===== config.mk =====
export PLATFORM = sky130hd
export DESIGN_NAME = pipe_hazard_ctrl
export DESIGN_NICKNAME = d
export VERILOG_FILES = /design/src/rtl/pipe_hazard_pkg.sv /design/src/rtl/pipe_hazard_ctrl_fwd_sel.sv /design/src/rtl/pipe_hazard_ctrl.sv
export SDC_FILE = /design/constraint.sdc
export NUM_CORES = 1
export LEC_CHECK = 0
export ABC_AREA = 1
export BUFFER_PORTS_ARGS = -buffer_cell sky130_fd_sc_hd__buf_2
export CORE_UTILIZATION = 35
export DETAILED_ROUTE_END_ITERATION = 7
export GPL_ROUTABILITY_DRIVEN = 0
export HOLD_SLACK_MARGIN = 0.05
export RECOVER_POWER = 50
export SLEW_MARGIN = 20
export SYNTH_ARGS = -nofsm -noshare
export SYNTH_HDL_FRONTEND = slang
export SYNTH_SLANG_ARGS = --single-unit

===== constraint.sdc =====
create_clock -name CLK -period 5.8 [get_ports CLK]
set_clock_uncertainty 0.1 [all_clocks]
set_input_delay 1.74 -clock CLK [delete_from_list [all_inputs] [get_ports CLK]]
set_output_delay 1.74 -clock CLK [all_outputs]
set_load 0.01 [all_outputs]

===== src/rtl/pipe_hazard_pkg.sv =====
// Shared types and constants for the RV32I pipeline hazard controller.
// Covers sequencing states, forwarding select codes and the default drain length.
package pipe_hazard_pkg;

    typedef enum logic [1:0] {
        ST_RUN    = 2'd0,
        ST_DRAIN  = 2'd1,
        ST_HALTED = 2'd2
    } state_e;

    localparam logic [1:0] FWD_RF  = 2'b00;
    localparam logic [1:0] FWD_MEM = 2'b01;
    localparam logic [1:0] FWD_WB  = 2'b10;

    localparam int DRAIN_CYC_DEF = 3;

endpackage


===== src/rtl/pipe_hazard_ctrl_fwd_sel.sv =====
// EX-operand forwarding select for one ALU source.
// The youngest producer (MEM) wins over WB, and x0 is never forwarded.
module fwd_sel
    import pipe_hazard_pkg::*;
(
    input  logic [4:0] rs,
    input  logic [4:0] mem_rd,
    input  logic       mem_we,
    input  logic [4:0] wb_rd,
    input  logic       wb_we,
    output logic [1:0] sel
);

    always_comb begin
        sel = FWD_RF;
        if (mem_we && (mem_rd != 5'd0) && (mem_rd == rs)) begin
            sel = FWD_MEM;
        end else if (wb_we && (wb_rd != 5'd0) && (wb_rd == rs)) begin
            sel = FWD_WB;
        end
    end

endmodule


===== src/rtl/pipe_hazard_ctrl.sv =====
// Hazard and sequencing controller for the 5-stage pipeline: forwarding, load-use
// bubbles, redirect flushes, halt drain and the retired-instruction counter.
module pipe_hazard_ctrl
    import pipe_hazard_pkg::*;
#(
    parameter int PC_W      = 12,
    parameter int DRAIN_CYC = DRAIN_CYC_DEF
) (
    input  logic            CLK,
    input  logic            RSTn,
    input  logic [4:0]      id_rs1,
    input  logic [4:0]      id_rs2,
    input  logic            id_use_rs1,
    input  logic            id_use_rs2,
    input  logic            id_halt,
    input  logic [4:0]      ex_rs1,
    input  logic [4:0]      ex_rs2,
    input  logic [4:0]      ex_rd,
    input  logic            ex_we,
    input  logic            ex_is_load,
    input  logic [4:0]      mem_rd,
    input  logic            mem_we,
    input  logic [4:0]      wb_rd,
    input  logic            wb_we,
    input  logic            wb_valid,
    input  logic            ex_redirect,
    input  logic [PC_W-1:0] ex_target,
    output logic            pc_stall,
    output logic            ifid_stall,
    output logic            ifid_flush,
    output logic            idex_flush,
    output logic            pc_redirect,
    output logic [PC_W-1:0] pc_target,
    output logic [1:0]      fwd_a,
    output logic [1:0]      fwd_b,
    output logic            halt,
    output logic [31:0]     num_inst
);

    localparam int CNT_W = (DRAIN_CYC > 1) ? $clog2(DRAIN_CYC) : 1;

    state_e           state_q, state_d;
    logic [CNT_W-1:0] drain_cnt_q, drain_cnt_d;
    logic [31:0]      num_inst_q, num_inst_d;
    logic [1:0]       fwd_a_raw, fwd_b_raw;
    logic             load_use;

    fwd_sel u_fwd_a (
        .rs     (ex_rs1),
        .mem_rd (mem_rd),
        .mem_we (mem_we),
        .wb_rd  (wb_rd),
        .wb_we  (wb_we),
        .sel    (fwd_a_raw)
    );

    fwd_sel u_fwd_b (
        .rs     (ex_rs2),
        .mem_rd (mem_rd),
        .mem_we (mem_we),
        .wb_rd  (wb_rd),
        .wb_we  (wb_we),
        .sel    (fwd_b_raw)
    );

    // ex_we is implied for loads; only the load flag matters for the bubble.
    assign load_use = ex_is_load && (ex_rd != 5'd0) &&
                      ((id_use_rs1 && (id_rs1 == ex_rd)) ||
                       (id_use_rs2 && (id_rs2 == ex_rd)));

    always_comb begin
        state_d     = state_q;
        drain_cnt_d = drain_cnt_q;
        num_inst_d  = num_inst_q + 32'(wb_valid);
        pc_stall    = 1'b0;
        ifid_stall  = 1'b0;
        ifid_flush  = 1'b0;
        idex_flush  = 1'b0;
        pc_redirect = 1'b0;
        pc_target   = '0;
        fwd_a       = fwd_a_raw;
        fwd_b       = fwd_b_raw;

        unique case (state_q)
            ST_RUN: begin
                // Redirect wins: the halt or load in ID is on the wrong path.
                if (ex_redirect) begin
                    pc_redirect = 1'b1;
                    pc_target   = ex_target;
                    ifid_flush  = 1'b1;
                    idex_flush  = 1'b1;
                end else if (id_halt) begin
                    state_d     = ST_DRAIN;
                    drain_cnt_d = CNT_W'(DRAIN_CYC - 1);
                    pc_stall    = 1'b1;
                    ifid_flush  = 1'b1;
                end else if (load_use) begin
                    pc_stall    = 1'b1;
                    ifid_stall  = 1'b1;
                    idex_flush  = 1'b1;
                end
            end
            ST_DRAIN: begin
                pc_stall   = 1'b1;
                ifid_flush = 1'b1;
                if (drain_cnt_q == '0) begin
                    state_d = ST_HALTED;
                end else begin
                    drain_cnt_d = drain_cnt_q - CNT_W'(1);
                end
            end
            ST_HALTED: begin
                pc_stall   = 1'b1;
                ifid_flush = 1'b1;
                idex_flush = 1'b1;
            end
            default: begin
                state_d = ST_RUN;
            end
        endcase

        if (!RSTn) begin
            state_d     = ST_RUN;
            drain_cnt_d = '0;
            num_inst_d  = '0;
            pc_stall    = 1'b0;
            ifid_stall  = 1'b0;
            ifid_flush  = 1'b0;
            idex_flush  = 1'b0;
            pc_redirect = 1'b0;
            pc_target   = '0;
            fwd_a       = FWD_RF;
            fwd_b       = FWD_RF;
        end
    end

    always_ff @(posedge CLK) begin
        state_q     <= state_d;
        drain_cnt_q <= drain_cnt_d;
        num_inst_q  <= num_inst_d;
    end

    assign halt     = (state_q == ST_HALTED);
    assign num_inst = num_inst_q;

endmodule


==> results_dict.tcl, run 1 <==
set metrics [dict create \
    outcome "completed" \
    track_usage_pct 17.85 \
    clkTransAtPathRegs_ns 0.07 \
    io_buffers 110 \
    syn_avg_cell_area_um2 6.236 \
    postCtsHoldBufs 0 \
    synthTopCellsByCount "nand2_1, nor2_1, inv_1" \
    path_delay_family "buffers and inverters" \
    diodes 0 \
    grt_max_degree 28 \
    total_power_uw 663.7 \
    dpl_cell_area_um2 3392 \
    post_synth_num_cell_types 33 \
    h-tree-depth 2 \
    ys_warn_count 0 \
    rows 31 \
    grt_pass1_wl_mm 11.93 \
    rsz0062_at_grt "false" \
    start_util_pct 36.87 \
    yosysMostFrequentCell "nand2_1" \
    fin_crit_ns 4.849 \
    maxCapViolations 0 \
    worstPathMaxFanout 27 \
    hold_violations 0 \
    syn-num-nets 503 \
    place_hpwl_mm 5.885 \
    synth-seq-cells 36 \
    clock-sinks 36 \
    vdd_ir_drop_max_mv 0.08276 \
    finalSetupViolCount 0 \
    setup_tns_ns 0 \
    max-slew-margin-rel_pct 72.70 \
    worst_slack_ns 0.9507 \
    antenna_found_initial 0 \
    required_ns 3.96 \
    dieArea_um2 8161 \
    cts_resized 0 \
    yosysTopAreaCell "dfxtp_1" \
    p_per_area_nw_per_um2 193.5 \
    crit_arrival_ns 3.01 \
    path_buf_inv 5 \
    worstSetupStartpointType "primary input" \
    routed_wl_mm 7.223 \
    fin_worst_hold_slack_ns 0.3652 \
    core-area_um2 7408 \
    leakage_uw 0.001595 \
    syn_area_um2 2731 \
    drv_slew 0 \
    grt_pass1_vias 2664 \
    critPathSlowestCell "buf_2" \
    drc 0 \
    crit_chain "buf_2, clkinv_1, buf_4, nor2_1, inv_1, nor2_1, buf_2" \
    viasPerCell 4.605 \
    postRouteAntennaNets 0 \
    area_growth_pct 25.61 \
    multiInputGateArea_um2 1703 \
    synth_top_area_share_pct 26.39 \
    yosys-top-cells-area "dfxtp_1, nand2_1, nor2_1" \
    die_w_um 90.34 \
    cts_tree "done" \
    cpPeakStageDelay_ns 0.29 \
    clk_latency_ns 0.29 \
    synth_ff_type "dfxtp_1" \
    nets 616 \
    cts_setup_buffers 0 \
    clockBufferDepth 2 \
    finalInstanceArea_um2 3431 \
    worstMarginPinSlew_ns 0.4080 \
    vias 2998 \
    drtIter0Drc 127 \
    grt-ovfl-total 0 \
    synth_edf_count 0 \
    routedWlPerCell_um 11.10 \
    ios 112 \
    crit_cells 7 \
    reg2reg_depth 6 \
    syn-instance-count 438 \
    max_freq_mhz 206.2 \
    fillers 801 \
    die_h_um 90.34 \
    hold_depth 2 \
    cts_buffers 5 \
    layout-drive-gt1-share_pct 22.64 \
    end_kind "output port" \
    seqCellArea_um2 720.7 \
    path_class "primary input to output port" \
    finalCritPeriodShare_pct 83.61 \
    firstDrtPassIters 4 \
    seq_area_frac_synth_pct 26.39 \
    hp-class "flip-flop to flip-flop" \
    ys_async_sr_fraction_pct 0 \
    pre_cts_slack_ns 0.8971 \
    clockRootBuffer "clkbuf_8" \
]
## cell usage in the layout (no fill, tap or decap), types with 6 or more instances in the layout
| cell type | Yosys | routed |
|---|---|---|
| nand4_1 | 11 | 11 |
| buf_2 | 2 | 85 |
| clkbuf_8 | 0 | 6 |
| xor2_1 | 10 | 10 |
| nand2_2 | 10 | 8 |
| ha_1 | 7 | 7 |
| nand2_1 | 107 | 109 |
| inv_1 | 64 | 65 |
| o21ai_0 | 18 | 18 |
| clkbuf_1 | 3 | 27 |
| nand3_1 | 11 | 12 |
| xnor2_1 | 11 | 11 |
| nor2_1 | 65 | 66 |
| a21oi_1 | 32 | 32 |
| dfxtp_1 | 36 | 36 |
| or2_0 | 7 | 7 |
| nor3_1 | 8 | 8 |
## registers in the layout (all words and copies together) (netlist names)
signal and flops:
state_q 2, num_inst 32, drain_cnt_q 2
## logic make-up after synthesis
logic type      after synthesis  synth area share, %
fa+ha+maj                     7                3.206
xor+xnor                     21                6.734
flops                        36                26.39
compound gates               53                9.987
simple gates                245                43.15
buf+inv                      76                10.54
## final cells by class
type | instances | area share [%]
well taps | 99 | 3.611
clock buffers | 8 | 2.626
flip-flops and latches | 36 | 21.01
inverters | 71 | 7.768
multi-input cells | 326 | 49.64
repair buffers | 111 | 15.35
## worst min-delay path, cell delays in order, from the launching register on
cell	delay [ns]
dfxtp_1	0.30
inv_1	0.06
a21oi_1	0.06
## stage by stage
step | util, % | instances
2_1_floorplan | - | 438
3_3_place_gp | 45.79 | 643
3_5_place_dp | 45.79 | 643
4_1_cts | 47.00 | 651
5_1_grt | 46.31 | 651
6_report | 46.31 | 651
## power by group
part | total (uW) | leakage, uW | switching [uW] | internal, uW
Clock | 184 | 0.0000455 | 87.2 | 96.9
Sequential | 269 | 0.000291 | 7.66 | 261
Combinational | 210 | 0.00126 | 126 | 84.9
Total | 664 | 0.00160 | 220 | 443
## metal layers
| metal | routed length, um | track usage [%] | up-vias |
|---|---|---|---|
| li1 | - | - | 1593 |
| met1 | 3574 | 24.17 | 1301 |
| met2 | 3125 | 28.50 | 95 |
| met3 | 414 | 3.283 | 9 |
| met4 | 109 | 5.780 | 0 |
| met5 | 0 | 0 | - |
## final timing paths
kind                   from              to  slack [ns]
max                    RSTn    pc_target[4]        0.95
min          drain_cnt_q[1]  drain_cnt_q[1]        0.37
max reg2reg     num_inst[0]    num_inst[21]        4.02
min reg2reg  drain_cnt_q[1]  drain_cnt_q[1]        0.37
(Power assumes the default switching activity.)
==> inputs of run 2 (changes only) <==
- clock period: 5.8 -> 3.94 ns (I/O delays scaled with it)
==> run 2 against run 1 <==
  * Worst hold slack got worse by 0.0074 ns
  * Register-to-register slack got worse by 1.9 ns
  * Largest power group unchanged
  * Non-clock buffer count up 1
  * Wire length grew 2.1%
  * Flip-flop and latch count unchanged
  * Die area did not move
==> results_dict.tcl, run 2 (synthesis results as in run 1) <==
set metrics [dict create \
    outcome "completed" \
    vdd_ir_drop_max_mv 0.1325 \
    end_kind "output port" \
    p_per_area_nw_per_um2 286.4 \
    max_freq_mhz 289.2 \
    cts_tree "done" \
    final_common_cell "nand2_1" \
    routedWlPerCell_um 11.31 \
    postRouteAntennaNets 0 \
    postCtsHoldBufs 0 \
    dpl_cell_area_um2 3400 \
    fillers 825 \
    drc 0 \
    track_usage_pct 18.98 \
    antenna_found_initial 0 \
    place_hpwl_mm 5.969 \
    rsz0062_at_grt "false" \
    clockBufferDepth 2 \
    clockRootBuffer "clkbuf_8" \
    grt_max_degree 23 \
    core-area_um2 7408 \
    cts_setup_buffers 0 \
    start_util_pct 36.87 \
    clock-sinks 36 \
    finalSetupViolCount 0 \
    worstPathMaxFanout 4 \
    dieArea_um2 8161 \
    leakage_uw 0.001595 \
    layout-drive-gt1-share_pct 22.42 \
    drtIter0Drc 134 \
    path_class "primary input to output port" \
    cts_buffers 5 \
    cpPeakStageDelay_ns 0.16 \
    pre_cts_slack_ns 0.4658 \
    finalCritPeriodShare_pct 87.77 \
    hp-class "flip-flop to flip-flop" \
    fin_crit_ns 3.458 \
    viasPerCell 4.558 \
    diodes 0 \
    grt-ovfl-total 0 \
    grt_pass1_vias 2791 \
    fin_worst_hold_slack_ns 0.3578 \
    rows 31 \
    h-tree-depth 2 \
    hp-start "drain_cnt_q[1]" \
    hold_violations 0 \
    critPathSlowestCell "buf_2" \
    grt_pass1_wl_mm 12.68 \
    crit_arrival_ns 2.18 \
    maxCapViolations 0 \
    worstMarginPinSlew_ns 0.4483 \
    cts_resized 0 \
    setup_tns_ns 0 \
    io_buffers 110 \
    vias 2972 \
    clk_latency_ns 0.29 \
    required_ns 2.66 \
    fin_util_pct 46.29 \
    finalInstanceArea_um2 3430 \
    routed_wl_mm 7.376 \
    largest_register_ffs 32 \
    cp-startpoint "ex_rd[4]" \
    die_h_um 90.34 \
    clkTransAtPathRegs_ns 0.07 \
    drv_slew 0 \
    worstSetupStartpointType "primary input" \
    die_w_um 90.34 \
    max-slew-margin-rel_pct 70.00 \
    worst_slack_ns 0.4817 \
    mostFrequentLayoutCells "nand2_1, buf_2, nor2_1" \
    ios 112 \
    crit_chain "buf_2, inv_1, nand2_1, nand2_1, nor2_1, nand3_1, nand2_1, nand4_1, a21oi_1, buf_2" \
    firstDrtPassIters 4 \
    nets 617 \
    crit_top_cell "nand2_1" \
    r2r-start "num_inst[0]" \
    area_growth_pct 25.56 \
]
run 2: metrics by stage:
step           total power [uW]  cells
2_1_floorplan             610.7    438
4_1_cts                   993.4    652
5_1_grt                    1057    652
3_3_place_gp              713.0    644
6_report                  982.2    652
3_5_place_dp              722.3    644
run 2: cell type report:
class | count | area (um2) | share of cell area, %
clock buffer | 8 | 90.09 | 2.627
inverter | 71 | 266.5 | 7.771
multi-input combinational | 326 | 1695 | 49.43
sequential | 36 | 720.7 | 21.01
tap | 99 | 123.9 | 3.612
timing repair buffer | 112 | 533.0 | 15.54
run 2: per-layer routing:
layer,vias up,wire length [um],global-route usage (%)
met2,77,3337,30.60
li1,1595,-,-
met5,-,0,0
met1,1292,3598,25.44
met3,8,378,4.630
met4,0,61,4.435
run 2: report_power, final:
| part | leakage (uW) | internal (uW) | total [uW] | switching [uW] |
|---|---|---|---|---|
| clock network | 0.0000455 | 143 | 274 | 131 |
| logic | 0.00126 | 126 | 312 | 186 |
| registers | 0.000291 | 385 | 396 | 11.6 |
run 2: final timing paths:
| path | slack (ns) | depth (start not counted) | end |
|---|---|---|---|
| min reg2reg | 0.36 | 2 | drain_cnt_q[1] |
| max | 0.48 | 10 | idex_flush |
| max reg2reg | 2.08 | 6 | num_inst[21] |
| min | 0.36 | 2 | drain_cnt_q[1] |
run 2: worst max-delay path: cells and delay by family:
kind | cells | cell delay [ns]
buffers and inverters | 3 | 0.33
AO/OA/AOI/OAI | 1 | 0.15
AND/OR/NAND/NOR | 6 | 0.51
==> inputs of run 3 (changes only) <==
- ABC_CLOCK_PERIOD_IN_PS: unset -> 3940
- CORE_UTILIZATION: 35 -> 44
- CTS_CLUSTER_DIAMETER: unset -> 60
- PLACE_DENSITY: unset -> 0.77
==> run 3 against run 2 <==
  * First-iteration DRC count is 5.2% lower
  * Flip-flop and latch count unchanged
  * Fmax is 0.37% higher
==> results_dict.tcl, run 3 (synthesis results as in run 1) <==
set metrics [dict create \
    rsz0062_at_grt "false" \
    viasPerCell 4.830 \
    max-slew-margin-rel_pct 29.89 \
    maxCapViolations 0 \
    h-tree-depth 2 \
    nets 617 \
    leakage_uw 0.001601 \
    worstPathMaxFanout 4 \
    fillers 613 \
    clkTransAtPathRegs_ns 0.07 \
    postCtsHoldBufs 0 \
    grt-ovfl-total 0 \
    crit_arrival_ns 2.16 \
    worstMarginPinSlew_ns 1.052 \
    reg2reg_depth 6 \
    setup_tns_ns 0 \
    hold_violations 0 \
    worstSetupStartpointType "primary input" \
    postRouteAntennaNets 0 \
    dieArea_um2 6527 \
    cts_setup_buffers 0 \
    met3_usage_pct 4.270 \
    gr-usage-met1_pct 27.74 \
    worst_slack_ns 0.4945 \
    grt_most_used_layer "met2" \
    die_w_um 80.79 \
    routed_wl_mm 7.010 \
    path_class "primary input to output port" \
    routedWlPerCell_um 11.16 \
    track_usage_pct 22.29 \
    start_util_pct 45.86 \
    grt_max_degree 23 \
    area_growth_pct 24.74 \
    layout-drive-gt1-share_pct 22.60 \
    drc 0 \
    largest_register_ffs 32 \
    p_per_area_nw_per_um2 289.2 \
    required_ns 2.66 \
    cts_tree "done" \
    rows 28 \
    diodes 0 \
    cts_resized 0 \
    grt_use_met2_pct 38.05 \
    hold_depth 2 \
    clockRootBuffer "clkbuf_8" \
    grt_pass1_vias 2673 \
    cts_buffers 5 \
    drtIter0Drc 127 \
    max_freq_mhz 290.2 \
    firstDrtPassIters 4 \
    final_common_cell "nand2_1" \
    hp-class "flip-flop to flip-flop" \
    finalCritPeriodShare_pct 87.45 \
    outcome "completed" \
    place_hpwl_mm 5.730 \
    grt_pass1_wl_mm 11.25 \
    drv_slew 0 \
    clockBufferDepth 2 \
    finalSetupViolCount 0 \
    vdd_ir_drop_max_mv 0.1887 \
    vias 3033 \
    clock-sinks 36 \
    die_h_um 80.79 \
    io_buffers 110 \
    antenna_found_initial 0 \
    end_kind "output port" \
    fin_crit_ns 3.446 \
    mostFrequentLayoutCells "nand2_1, buf_2, inv_1, nor2_1, dfxtp_1" \
    pre_cts_slack_ns 0.5017 \
    clk_latency_ns 0.30 \
    core-area_um2 5956 \
    ios 112 \
]
run 3: worst max-delay path, cell delays in order:
cell and delay [ns]:
buf_2 0.11, inv_1 0.05, nand2_1 0.06, nand2_1 0.05
nor2_1 0.13, nand3_1 0.08, nand2_1 0.08, nand2_1 0.05
nand2_1 0.05, nand2_1 0.05, a21oi_1 0.12, buf_2 0.15
run 3: cell type report:
type	count	area, um2	area share (%)
Clock buffer	8	90.09	2.644
Sequential cell	36	720.7	21.15
Inverter	71	266.5	7.822
Tap cell	75	93.84	2.754
Timing Repair Buffer	112	530.5	15.57
Multi-Input combinational cell	326	1705	50.06
run 3: through the flow:
| step | total power (uW) | area, um2 | hold slack [ns] | util [%] | cells |
|---|---|---|---|---|---|
| 6_report | 985.2 | 3407 | 0.3621 | 57.21 | 628 |
| 5_1_grt | 1051 | 3407 | 0.3970 | 57.21 | 628 |
| 4_1_cts | 990.7 | 3460 | 0.3656 | 58.09 | 628 |
| 3_5_place_dp | 718.3 | 3369 | 0.3549 | 56.58 | 620 |
| 3_3_place_gp | 707.7 | 3369 | 0.3411 | 56.58 | 620 |
| 2_1_floorplan | 610.7 | 2731 | 0.3333 | - | 438 |
run 3: worst paths after layout:
kind,from,to,slack [ns]
worst max-delay path,ex_rd[4],pc_stall,0.49
worst min-delay path,drain_cnt_q[1],drain_cnt_q[1],0.36
worst max register to register,num_inst[0],num_inst[21],2.06
worst min register to register,drain_cnt_q[1],drain_cnt_q[1],0.36
run 3: routing by layer:
metal / part of all wire [%] / wire length, um
met5: 0 / 0
met2: 45 / 3153
met1: 47 / 3320
met3: 5.6 / 390
met4: 2.1 / 146
run 3: report_power, final:
part / switching (uW) / internal [uW]
clock network: 135 / 143
logic: 186 / 126
registers: 11.6 / 385
total: 332 / 653
